## src/rtl/isp_pattern_gen_if.sv

```systemverilog
// Video output bundle of the ISP test-pattern generator: sync/valid strobes,
// RGB pixel channels and frame bookkeeping.
interface isp_pattern_gen_if #(
   parameter int DATA_WIDTH = 8
);
   logic                  post_frame_vsync;
   logic                  post_frame_hsync;
   logic                  post_frame_href;
   logic [DATA_WIDTH-1:0] post_img_red;
   logic [DATA_WIDTH-1:0] post_img_green;
   logic [DATA_WIDTH-1:0] post_img_blue;
   logic                  frame_done;
   logic [7:0]            frame_cnt;

   modport master (
      output post_frame_vsync,
      output post_frame_hsync,
      output post_frame_href,
      output post_img_red,
      output post_img_green,
      output post_img_blue,
      output frame_done,
      output frame_cnt
   );

   modport slave (
      input post_frame_vsync,
      input post_frame_hsync,
      input post_frame_href,
      input post_img_red,
      input post_img_green,
      input post_img_blue,
      input frame_done,
      input frame_cnt
   );
endinterface

```

## src/rtl/isp_pattern_gen.sv

```systemverilog
// Raster timing generator with four selectable test patterns; every output is
// registered one clock behind the horizontal/vertical counter state.
module isp_pattern_gen #(
   parameter int DATA_WIDTH = 8,
   parameter int H_SYNC     = 1,
   parameter int H_BP       = 1,
   parameter int H_ACTIVE   = 8,
   parameter int H_FP       = 2,
   parameter int V_SYNC     = 1,
   parameter int V_BP       = 1,
   parameter int V_ACTIVE   = 10,
   parameter int V_FP       = 1,
   parameter bit HS_POL     = 1'b1,
   parameter bit VS_POL     = 1'b0
) (
   input  logic                clk,
   input  logic                rst,
   input  logic                enable,
   input  logic [1:0]          pattern_sel,
   isp_pattern_gen_if.master   video
);

   localparam int H_TOTAL = H_SYNC + H_BP + H_ACTIVE + H_FP;
   localparam int V_TOTAL = V_SYNC + V_BP + V_ACTIVE + V_FP;
   localparam int HW      = $clog2(H_TOTAL + 1);
   localparam int VW      = $clog2(V_TOTAL + 1);
   localparam int H_START = H_SYNC + H_BP;
   localparam int H_END   = H_START + H_ACTIVE;
   localparam int V_START = V_SYNC + V_BP;
   localparam int V_END   = V_START + V_ACTIVE;
   localparam int BAR_W   = H_ACTIVE / 8;

   localparam logic [HW-1:0] H_LAST = HW'(H_TOTAL - 1);
   localparam logic [VW-1:0] V_LAST = VW'(V_TOTAL - 1);

   typedef enum logic {
      IDLE = 1'b0,
      RUN  = 1'b1
   } state_t;

   state_t                state_reg, state_next;
   logic [HW-1:0]         hcnt_reg, hcnt_next;
   logic [VW-1:0]         vcnt_reg, vcnt_next;
   logic [1:0]            pat_reg, pat_next;
   logic [7:0]            fc_frame_reg, fc_frame_next;
   logic [7:0]            frame_cnt_reg, frame_cnt_next;

   logic                  hsync_reg, hsync_next;
   logic                  vsync_reg, vsync_next;
   logic                  href_reg, href_next;
   logic [DATA_WIDTH-1:0] red_reg, red_next;
   logic [DATA_WIDTH-1:0] green_reg, green_next;
   logic [DATA_WIDTH-1:0] blue_reg, blue_next;
   logic                  frame_done_reg, frame_done_next;

   logic [31:0]           h_ext, v_ext, x, y;
   logic                  raw_hsync, raw_vsync, raw_href;
   logic                  line_end, frame_end, frame_start;
   logic [2:0]            bar;
   logic [2:0]            pal;
   logic [2:0]            bar_palette [8];
   logic [DATA_WIDTH-1:0] pix_r, pix_g, pix_b;

   // Bar colours as {R,G,B} on/off bits: white, yellow, cyan, green,
   // magenta, red, blue, black.
   genvar gi;
   generate
      for (gi = 0; gi < 8; gi++) begin : g_palette
         localparam logic [2:0] IDX = 3'(gi);
         assign bar_palette[gi] = {~IDX[1], ~IDX[2], ~IDX[0]};
      end
   endgenerate

   assign h_ext       = 32'(hcnt_reg);
   assign v_ext       = 32'(vcnt_reg);
   assign x           = h_ext - 32'(H_START);
   assign y           = v_ext - 32'(V_START);
   assign bar         = 3'(x / 32'(BAR_W));
   assign pal         = bar_palette[bar];

   assign raw_hsync   = h_ext < 32'(H_SYNC);
   assign raw_vsync   = v_ext < 32'(V_SYNC);
   assign raw_href    = (h_ext >= 32'(H_START)) && (h_ext < 32'(H_END)) &&
                        (v_ext >= 32'(V_START)) && (v_ext < 32'(V_END));

   assign line_end    = (hcnt_reg == H_LAST);
   assign frame_end   = line_end && (vcnt_reg == V_LAST);
   assign frame_start = (hcnt_reg == '0) && (vcnt_reg == '0);

   // The frame-start cycle is always inside hsync, so pixels never see the
   // pattern/frame-count registers before they have been latched for the frame.
   always_comb begin
      pix_r = '0;
      pix_g = '0;
      pix_b = '0;
      case (pat_reg)
         2'd0: begin
            pix_r = {DATA_WIDTH{pal[2]}};
            pix_g = {DATA_WIDTH{pal[1]}};
            pix_b = {DATA_WIDTH{pal[0]}};
         end
         2'd1: begin
            pix_r = DATA_WIDTH'(x);
            pix_g = DATA_WIDTH'(x);
            pix_b = DATA_WIDTH'(x);
         end
         2'd2: begin
            pix_r = {DATA_WIDTH{x[3] ^ y[3]}};
            pix_g = {DATA_WIDTH{x[3] ^ y[3]}};
            pix_b = {DATA_WIDTH{x[3] ^ y[3]}};
         end
         default: begin
            pix_r = DATA_WIDTH'(x + 32'(fc_frame_reg));
            pix_g = DATA_WIDTH'(y + 32'(fc_frame_reg));
            pix_b = DATA_WIDTH'(fc_frame_reg);
         end
      endcase
   end

   always_comb begin
      state_next      = state_reg;
      hcnt_next       = hcnt_reg;
      vcnt_next       = vcnt_reg;
      pat_next        = pat_reg;
      fc_frame_next   = fc_frame_reg;
      frame_cnt_next  = frame_cnt_reg;
      hsync_next      = ~HS_POL;
      vsync_next      = ~VS_POL;
      href_next       = 1'b0;
      red_next        = '0;
      green_next      = '0;
      blue_next       = '0;
      frame_done_next = 1'b0;

      case (state_reg)
         IDLE: begin
            hcnt_next = '0;
            vcnt_next = '0;
            if (enable) begin
               state_next = RUN;
            end
         end

         RUN: begin
            if (line_end) begin
               hcnt_next = '0;
               vcnt_next = (vcnt_reg == V_LAST) ? '0 : vcnt_reg + 1'b1;
            end else begin
               hcnt_next = hcnt_reg + 1'b1;
            end

            // Stopping is only honoured on the last pixel so frames stay whole.
            if (frame_end && !enable) begin
               state_next = IDLE;
            end

            if (frame_start) begin
               pat_next      = pattern_sel;
               fc_frame_next = frame_cnt_reg;
            end

            hsync_next = raw_hsync ? HS_POL : ~HS_POL;
            vsync_next = raw_vsync ? VS_POL : ~VS_POL;
            href_next  = raw_href;
            if (raw_href) begin
               red_next   = pix_r;
               green_next = pix_g;
               blue_next  = pix_b;
            end

            if (frame_end) begin
               frame_done_next = 1'b1;
               frame_cnt_next  = frame_cnt_reg + 8'd1;
            end
         end

         default: begin
            state_next = IDLE;
         end
      endcase
   end

   always_ff @(posedge clk) begin
      if (rst) begin
         state_reg      <= IDLE;
         hcnt_reg       <= '0;
         vcnt_reg       <= '0;
         pat_reg        <= 2'd0;
         fc_frame_reg   <= 8'd0;
         frame_cnt_reg  <= 8'd0;
         hsync_reg      <= ~HS_POL;
         vsync_reg      <= ~VS_POL;
         href_reg       <= 1'b0;
         red_reg        <= '0;
         green_reg      <= '0;
         blue_reg       <= '0;
         frame_done_reg <= 1'b0;
      end else begin
         state_reg      <= state_next;
         hcnt_reg       <= hcnt_next;
         vcnt_reg       <= vcnt_next;
         pat_reg        <= pat_next;
         fc_frame_reg   <= fc_frame_next;
         frame_cnt_reg  <= frame_cnt_next;
         hsync_reg      <= hsync_next;
         vsync_reg      <= vsync_next;
         href_reg       <= href_next;
         red_reg        <= red_next;
         green_reg      <= green_next;
         blue_reg       <= blue_next;
         frame_done_reg <= frame_done_next;
      end
   end

   assign video.post_frame_hsync = hsync_reg;
   assign video.post_frame_vsync = vsync_reg;
   assign video.post_frame_href  = href_reg;
   assign video.post_img_red     = red_reg;
   assign video.post_img_green   = green_reg;
   assign video.post_img_blue    = blue_reg;
   assign video.frame_done       = frame_done_reg;
   assign video.frame_cnt        = frame_cnt_reg;

endmodule

```

## src/flat_wrapper.sv

```systemverilog
// flat-port wrapper written by rule: the top's interface ports become plain ports
module isp_pattern_gen_flat 
#(
   parameter int DATA_WIDTH = 8,
   parameter int H_SYNC     = 1,
   parameter int H_BP       = 1,
   parameter int H_ACTIVE   = 8,
   parameter int H_FP       = 2,
   parameter int V_SYNC     = 1,
   parameter int V_BP       = 1,
   parameter int V_ACTIVE   = 10,
   parameter int V_FP       = 1,
   parameter bit HS_POL     = 1'b1,
   parameter bit VS_POL     = 1'b0
)
  (clk, rst, enable, pattern_sel, video_post_frame_vsync, video_post_frame_hsync, video_post_frame_href, video_post_img_red, video_post_img_green, video_post_img_blue, video_frame_done, video_frame_cnt);
  isp_pattern_gen_if #(.DATA_WIDTH(DATA_WIDTH)) video_i ();
  input  logic clk;
  input  logic rst;
  input  logic enable;
  input  logic [1:0] pattern_sel;
  output wire logic [$bits(video_i.post_frame_vsync)-1:0] video_post_frame_vsync;
  output wire logic [$bits(video_i.post_frame_hsync)-1:0] video_post_frame_hsync;
  output wire logic [$bits(video_i.post_frame_href)-1:0] video_post_frame_href;
  output wire logic [$bits(video_i.post_img_red)-1:0] video_post_img_red;
  output wire logic [$bits(video_i.post_img_green)-1:0] video_post_img_green;
  output wire logic [$bits(video_i.post_img_blue)-1:0] video_post_img_blue;
  output wire logic [$bits(video_i.frame_done)-1:0] video_frame_done;
  output wire logic [$bits(video_i.frame_cnt)-1:0] video_frame_cnt;
  assign video_post_frame_vsync = video_i.post_frame_vsync;
  assign video_post_frame_hsync = video_i.post_frame_hsync;
  assign video_post_frame_href = video_i.post_frame_href;
  assign video_post_img_red = video_i.post_img_red;
  assign video_post_img_green = video_i.post_img_green;
  assign video_post_img_blue = video_i.post_img_blue;
  assign video_frame_done = video_i.frame_done;
  assign video_frame_cnt = video_i.frame_cnt;
  isp_pattern_gen #(.DATA_WIDTH(DATA_WIDTH), .H_SYNC(H_SYNC), .H_BP(H_BP), .H_ACTIVE(H_ACTIVE), .H_FP(H_FP), .V_SYNC(V_SYNC), .V_BP(V_BP), .V_ACTIVE(V_ACTIVE), .V_FP(V_FP), .HS_POL(HS_POL), .VS_POL(VS_POL)) u_core (.clk(clk), .rst(rst), .enable(enable), .pattern_sel(pattern_sel), .video(video_i));
endmodule
```

## config.mk

```make
export PLATFORM = sky130hd
export DESIGN_NAME = isp_pattern_gen_flat
export DESIGN_NICKNAME = d
export VERILOG_FILES = /design/src/rtl/isp_pattern_gen_if.sv /design/src/rtl/isp_pattern_gen.sv /design/src/flat_wrapper.sv
export SDC_FILE = /design/constraint.sdc
export NUM_CORES = 1
export LEC_CHECK = 0
export ABC_AREA = 1
export CORE_MARGIN = 4
export CORE_UTILIZATION = 54
export CTS_CLUSTER_SIZE = 14
export DETAILED_ROUTE_END_ITERATION = 8
export GPL_ROUTABILITY_DRIVEN = 1
export PLACE_DENSITY = 0.91
export SYNTH_ARGS = -nofsm -noshare
export SYNTH_HDL_FRONTEND = slang
export SYNTH_SLANG_ARGS = --single-unit
```

## constraint.sdc

```tcl
create_clock -name clk -period 2.7 [get_ports clk]
set_clock_uncertainty 0.2 [all_clocks]
set_input_delay 0.27 -clock clk [delete_from_list [all_inputs] [get_ports clk]]
set_output_delay 0.27 -clock clk [all_outputs]
set_load 0.01 [all_outputs]
```

; Word level (Yosys, flattened, before mapping)
; Memories as Yosys holds them, arrays and structs flattened.
; Index checks and enable logic that the tools add are counted.
[word_totals]
out_inout_bits = 36
in_bits = 5
mem_count = 1
mem_bits_ro = 24
word_cells = 67
register_bits = 55
[op_classes]
bitwise_logic = 4
n_addsub = 7
eq_ne = 5
mux = 16
reduce_logical = 14
order_cmp = 7
[memory_table]
columns = memory, depth, width, read_ports, rd_clocked_by_memory_dff, wr, line_no
row1 = (name not given), 8, 3, 1, 0, 0, isp_pattern_gen.sv:79  ; assign pal = bar_palette[bar];
[ops]
columns = op, count
row1 = one-hot mux 8 bit (3 select lines), 3
row2 = adder 8 bit, 2
row3 = one-hot mux 4 bit (2 select lines), 2
row4 = two-way mux 4 bit, 3
row5 = "subtractor 4 x 2 -> 5 bit, second input constant", 2
row6 = "adder 4 x 1 -> 4 bit, second input constant", 2
row7 = "adder 8 x 1 -> 8 bit, second input constant", 1
row8 = "== test 4 bit, second input constant", 2
row9 = "greater-or-equal comparator 4 x 2 -> 1 bit, second input constant", 2
row10 = logical NOT 4 bit, 2
row11 = "less-than comparator 4 x 1 -> 1 bit, second input constant", 2
row12 = "less-than comparator 4 bit, second input constant", 2
row13 = logical AND 1 bit, 6
row14 = two-way mux 3 bit, 2
row15 = two-way mux 1 bit, 5
row16 = "greater-or-equal comparator 4 bit, second input constant", 1
row17 = NOT 3 -> 4 bit, 1
row18 = AND reduction 2 bit, 2
row19 = OR reduction 3 bit, 1
row20 = "== test 2 x 1 -> 1 bit, second input constant", 1
row21 = "== test 2 bit, second input constant", 1
row22 = logical NOT 2 bit, 1
row23 = "!= test 2 bit, second input constant", 1
row24 = NOT 1 bit, 2
row25 = 4 further kinds, 4

; Depth between registers and ports, before layout
[logic_depth]
word_depth = 6
mapped_depth = 15
ltp_nobuf = 15

; Worst setup path before layout
; Ideal clock, no wire load.
[synth_path]
kind = register to register
start = register u_core.hcnt_reg[1]
end = register u_core.red_reg[6], in the netlist u_core.video.post_img_red[6]
t_required_ns = 2.430
synth_period_minus_slack_ns = 2.396
stages_incl_launch_ff = 14
path_buffers = 0
slack_ns = 0.304
arrival_ns = 2.126
setup_ns = 0.070
cell_sequence = dfxtp_1 > inv_1 > ha_1 > ha_1 > inv_1 > ha_1 > a21oi_1 > nand2_1 > nand3_2 > nand2_1 > nand2_1 > xor2_1 > nand2_1 > a21oi_1
[synth_via]
elab_chain_len = 6
word_cells_on_any_way = 15
classes_between = add/sub: 2 / order compare: 2 / mux: 3 / bitwise: 3 / reduce/logical: 4 / memory: 1
[synth_lines]
columns = item, line_no
row1 = "start, declared", isp_pattern_gen.sv:42  ; logic [HW-1:0] hcnt_reg, hcnt_next;
row2 = "start signal, assigned", isp_pattern_gen.sv:200  ; hcnt_reg <= hcnt_next;
row3 = "subtractor 4 x 2 -> 5 bit, or another cell as far along", isp_pattern_gen.sv:76  ; assign x = h_ext - 32'(H_START);
row4 = NOT 3 -> 4 bit (implied by the code) / logical AND 1 bit (equally long branches), "isp_pattern_gen.sv:79, isp_pattern_gen.sv:83"
row5 = memory read (8 x 3 bit) / logical AND 1 bit (equally long branches), --
row6 = two-way mux 3 bit (implied by the code) / logical AND 1 bit (equally long branches), "isp_pattern_gen.sv:79, isp_pattern_gen.sv:84"
row7 = two-way mux 3 bit (implied by the code) / NOT 1 bit (equally long branches), --
row8 = one-hot mux 8 bit (3 select lines) / OR reduction 3 bit (equally long branches), --
row9 = "end signal, assigned", isp_pattern_gen.sv:208  ; red_reg <= red_next;
row10 = "end, declared", isp_pattern_gen.sv:51  ; logic [DATA_WIDTH-1:0] red_reg, red_next;
; Several ways; a longest one is shown, not always the timed one. The select of a mux whose other input is x is not followed.
; A chain may end at the register's enable or synchronous reset.

; Worst setup path after layout
[layout_path]
start = register u_core.vcnt_reg[2]
end = register u_core.green_reg[5], in the netlist u_core.video.post_img_green[5]
[layout_via]
elab_chain_len = 5
word_cells_on_any_way = 10
classes_between = add/sub: 2 / order compare: 2 / mux: 1 / bitwise: 2 / reduce/logical: 3
[layout_lines]
columns = item, line_no
row1 = "start, declared", isp_pattern_gen.sv:43  ; logic [VW-1:0] vcnt_reg, vcnt_next;
row2 = "start signal, assigned", isp_pattern_gen.sv:201  ; vcnt_reg <= vcnt_next;
row3 = branches (longest 5 deep; another with adder 8 bit), --
row4 = "end signal, assigned", isp_pattern_gen.sv:209  ; green_reg <= green_next;
row5 = "end, declared", isp_pattern_gen.sv:52  ; logic [DATA_WIDTH-1:0] green_reg, green_next;
; Parallel ways; which one is timed is not known.

==> results.cfg <==
[outcome]
outcome = completed

[worst_setup_path]
cp.depth = 11
slowest_delay_ns = 0.45
critPathRequiredTime_ns = 2.74
r2r_cells = 11
cpMaxStageDelayCell = dfxtp_1
worstSetupPathType = flop to flop
endpoint_kind = flop
crit_arrival_ns = 2.52
start_kind = flop
worst_path_dominant_cell_family = adder cells
crit_chain = inv_1 -> ha_1 -> ha_1 -> inv_1 -> ha_1 -> nand2_1 -> inv_1 -> a21oi_1 -> xnor2_1 -> nand2_1 -> a21oi_1
path_buf_inv = 3
cp_max_fo = 6

[route]
drcViolationCount = 0
wl_per_cell_um = 12.43
via_per_inst = 5.113
first_pass_iters = 4
vias = 2454
wl_mm = 5.968
route.antenna.remaining_nets = 0
drt_iter0_markers = 166

[power_and_ir_drop]
p_seq_share_pct = 53.5
clockPowerShare_pct = 28.1
total_power_mw = 1.599
swShare_pct = 29.50
switching_power_mw = 0.4718
ir_worst_vdd_v = 0.0002860
p_int_mw = 1.128
leakagePower_nw = 1.421
combPwrFrac_pct = 18.3
p_per_area_mw_per_mm2 = 463.0

[logic_synthesis]
synthCells = 365
ys_ff_latch = 55
synth_cell_types = 42
syn_nets = 396
netlist_area_mm2 = 0.002888
avgSynthCellArea_um2 = 7.912
yosysSeqAreaShare_pct = 38.13
ys_warn_count = 0

[floorplan]
die_y_um = 81.13
die_area_mm2 = 0.006582
ios = 41
core_area_mm2 = 0.005140
start_util_pct = 56.18
dieWidth_um = 81.13
rows = 26

[timing]
finalSetupViolations = 0
tightest_slew_ns = 0.6770
finalHoldViolCount = 0
post-route-period-util_pct = 91.93
rsz0062_at_grt = no
fmax_mhz = 402.9
fin_tns_setup_ns = 0
slew_viol_final = 0
layout_min_cycle_time_ns = 2.482
maxSlewHeadroom_pct = 54.82

[clocking]
cts_tree = yes
cts_sinks = 55
path_clk_slew_ns = 0.10
cts-buffers-inserted = 5
cts-htree-levels = 2
ctsLongestPathBuffers = 2
clock_latency_ns = 0.31
cts-root-buf = clkbuf_8
cts_setup_buffers = 0

[layout]
num-fill-cells = 463
final_nets = 440
final_cell_mix = 56 x nand2_1, 52 x dfxtp_1, 51 x inv_1
n_antenna_cell = 0
utilization_pct = 67.21
final_common_cell = nand2_1
syn_to_final_growth_pct = 19.63
drive_gt1_share_pct = 8.293

[global_route]
grtUsageTotal_pct = 20.42
grt_max_degree = 26
grt_pass1_wl_mm = 10.53
overflow = 0
antenna_found_initial = 0
grt_pass1_vias = 2424

[worst_hold_path]
hold_class = flop to flop
min_path_cells = 1

[placement]
port_buffers = 40
gp_congestion = 0.8808
hpwlAfterDp_mm = 4.662

[run]
drv_cap = 0
power by group through the flow:
stage | clock, mW | combinational (mW) | sequential, mW
4_1_cts | 0.455 | 0.291 | 0.855
5_1_grt | 0.487 | 0.338 | 0.860
2_1_floorplan | 0 | 0.228 | 0.867
6_report | 0.450 | 0.293 | 0.856
3_5_place_dp | 0 | 0.288 | 0.874
3_3_place_gp | 0 | 0.276 | 0.873
worst reg2reg max path: stages, from the launching register on:
cell and delay (ns):
dfxtp_1 0.45, inv_1 0.10, ha_1 0.19, ha_1 0.32, inv_1 0.06, ha_1 0.36
nand2_1 0.11, inv_1 0.06, a21oi_1 0.20, xnor2_1 0.16, nand2_1 0.08, a21oi_1 0.14
cell type report:
cell class | instances | area, um2 | share of cell area [%]
Multi-Input combinational cell | 251 | 1550 | 44.88
Inverter | 53 | 200.2 | 5.795
Clock buffer | 5 | 68.82 | 1.992
Tap cell | 70 | 87.58 | 2.535
Sequential cell | 55 | 1105 | 31.98
Clock inverter | 3 | 20.02 | 0.5795
Timing Repair Buffer | 43 | 422.9 | 12.24
cell families after synthesis:
group                    share of synthesized area [%]
AO/OA/AOI/OAI                                    14.73
XOR/XNOR                                         4.549
adder cells (fa/ha/maj)                          11.79
buffers and inverters                            8.275
flip-flops                                       38.13
AND/OR/NAND/NOR                                  22.53
per-layer routing:
metal | routed length (um) | share of wire [%] | global-route usage [%] | vias up
li1 | - | - | - | 1276
met1 | 2731 | 46 | 24.79 | 1098
met2 | 2822 | 47 | 35.47 | 67
met3 | 293 | 4.9 | 4.213 | 13
met4 | 121 | 2.0 | 7.601 | 0
met5 | 0 | 0 | 0 | -
per-stage QoR:
| stage | worst slack [ns] | instance area [um2] | std cells | hold WS (ns) |
|---|---|---|---|---|
| final | 0.2178 | 3455 | 480 | 0.2863 |
| after detailed placement | 0.2037 | 3359 | 472 | 0.2675 |
| after CTS | 0.1446 | 3448 | 480 | 0.2887 |
| after global routing | 0.02981 | 3455 | 480 | 0.3199 |
| after floorplan | 0.3044 | 2888 | 365 | 0.1424 |
| after global placement | 0.2623 | 3359 | 472 | 0.2633 |
synthesized netlist by cell type (all sizes together):
cell type / instances / area share, %
o21a: 1 / 0.26
clkinv: 1 / 0.17
o211ai: 1 / 0.26
a21oi: 38 / 6.7
nor3: 4 / 1.1
dfxtp: 55 / 38
clkbuf: 2 / 0.39
and3: 1 / 0.22
inv: 52 / 6.8
o21bai: 1 / 0.26
nand3: 19 / 4.1
nor3b: 1 / 0.26
a31oi: 8 / 1.9
nand2: 59 / 8.3
fa: 2 / 1.4
or2: 2 / 0.43
ha: 24 / 10
xor2: 10 / 3.0
nor4: 1 / 0.43
buf: 4 / 0.95
nand4: 3 / 1.2
nand3b: 3 / 0.78
a211oi: 3 / 0.95
o21ai: 25 / 4.3
xnor2: 5 / 1.5
nor2: 40 / 5.8
repair_timing:
item	CTS	global route
hold buffers	0	0
resized for setup	0	4
endpoints found under the setup margin	0	6
final timing paths:
path                                         start                             end  slack [ns]
worst max-delay path            u_core.vcnt_reg[2]  u_core.video.post_img_green[5]        0.22
worst min-delay path            u_core.hcnt_reg[0]              u_core.hcnt_reg[0]        0.29
worst max register to register  u_core.vcnt_reg[2]  u_core.video.post_img_green[5]        0.22
worst min register to register  u_core.hcnt_reg[0]              u_core.hcnt_reg[0]        0.29
Note: power is estimated with default switching activity, not from simulation.
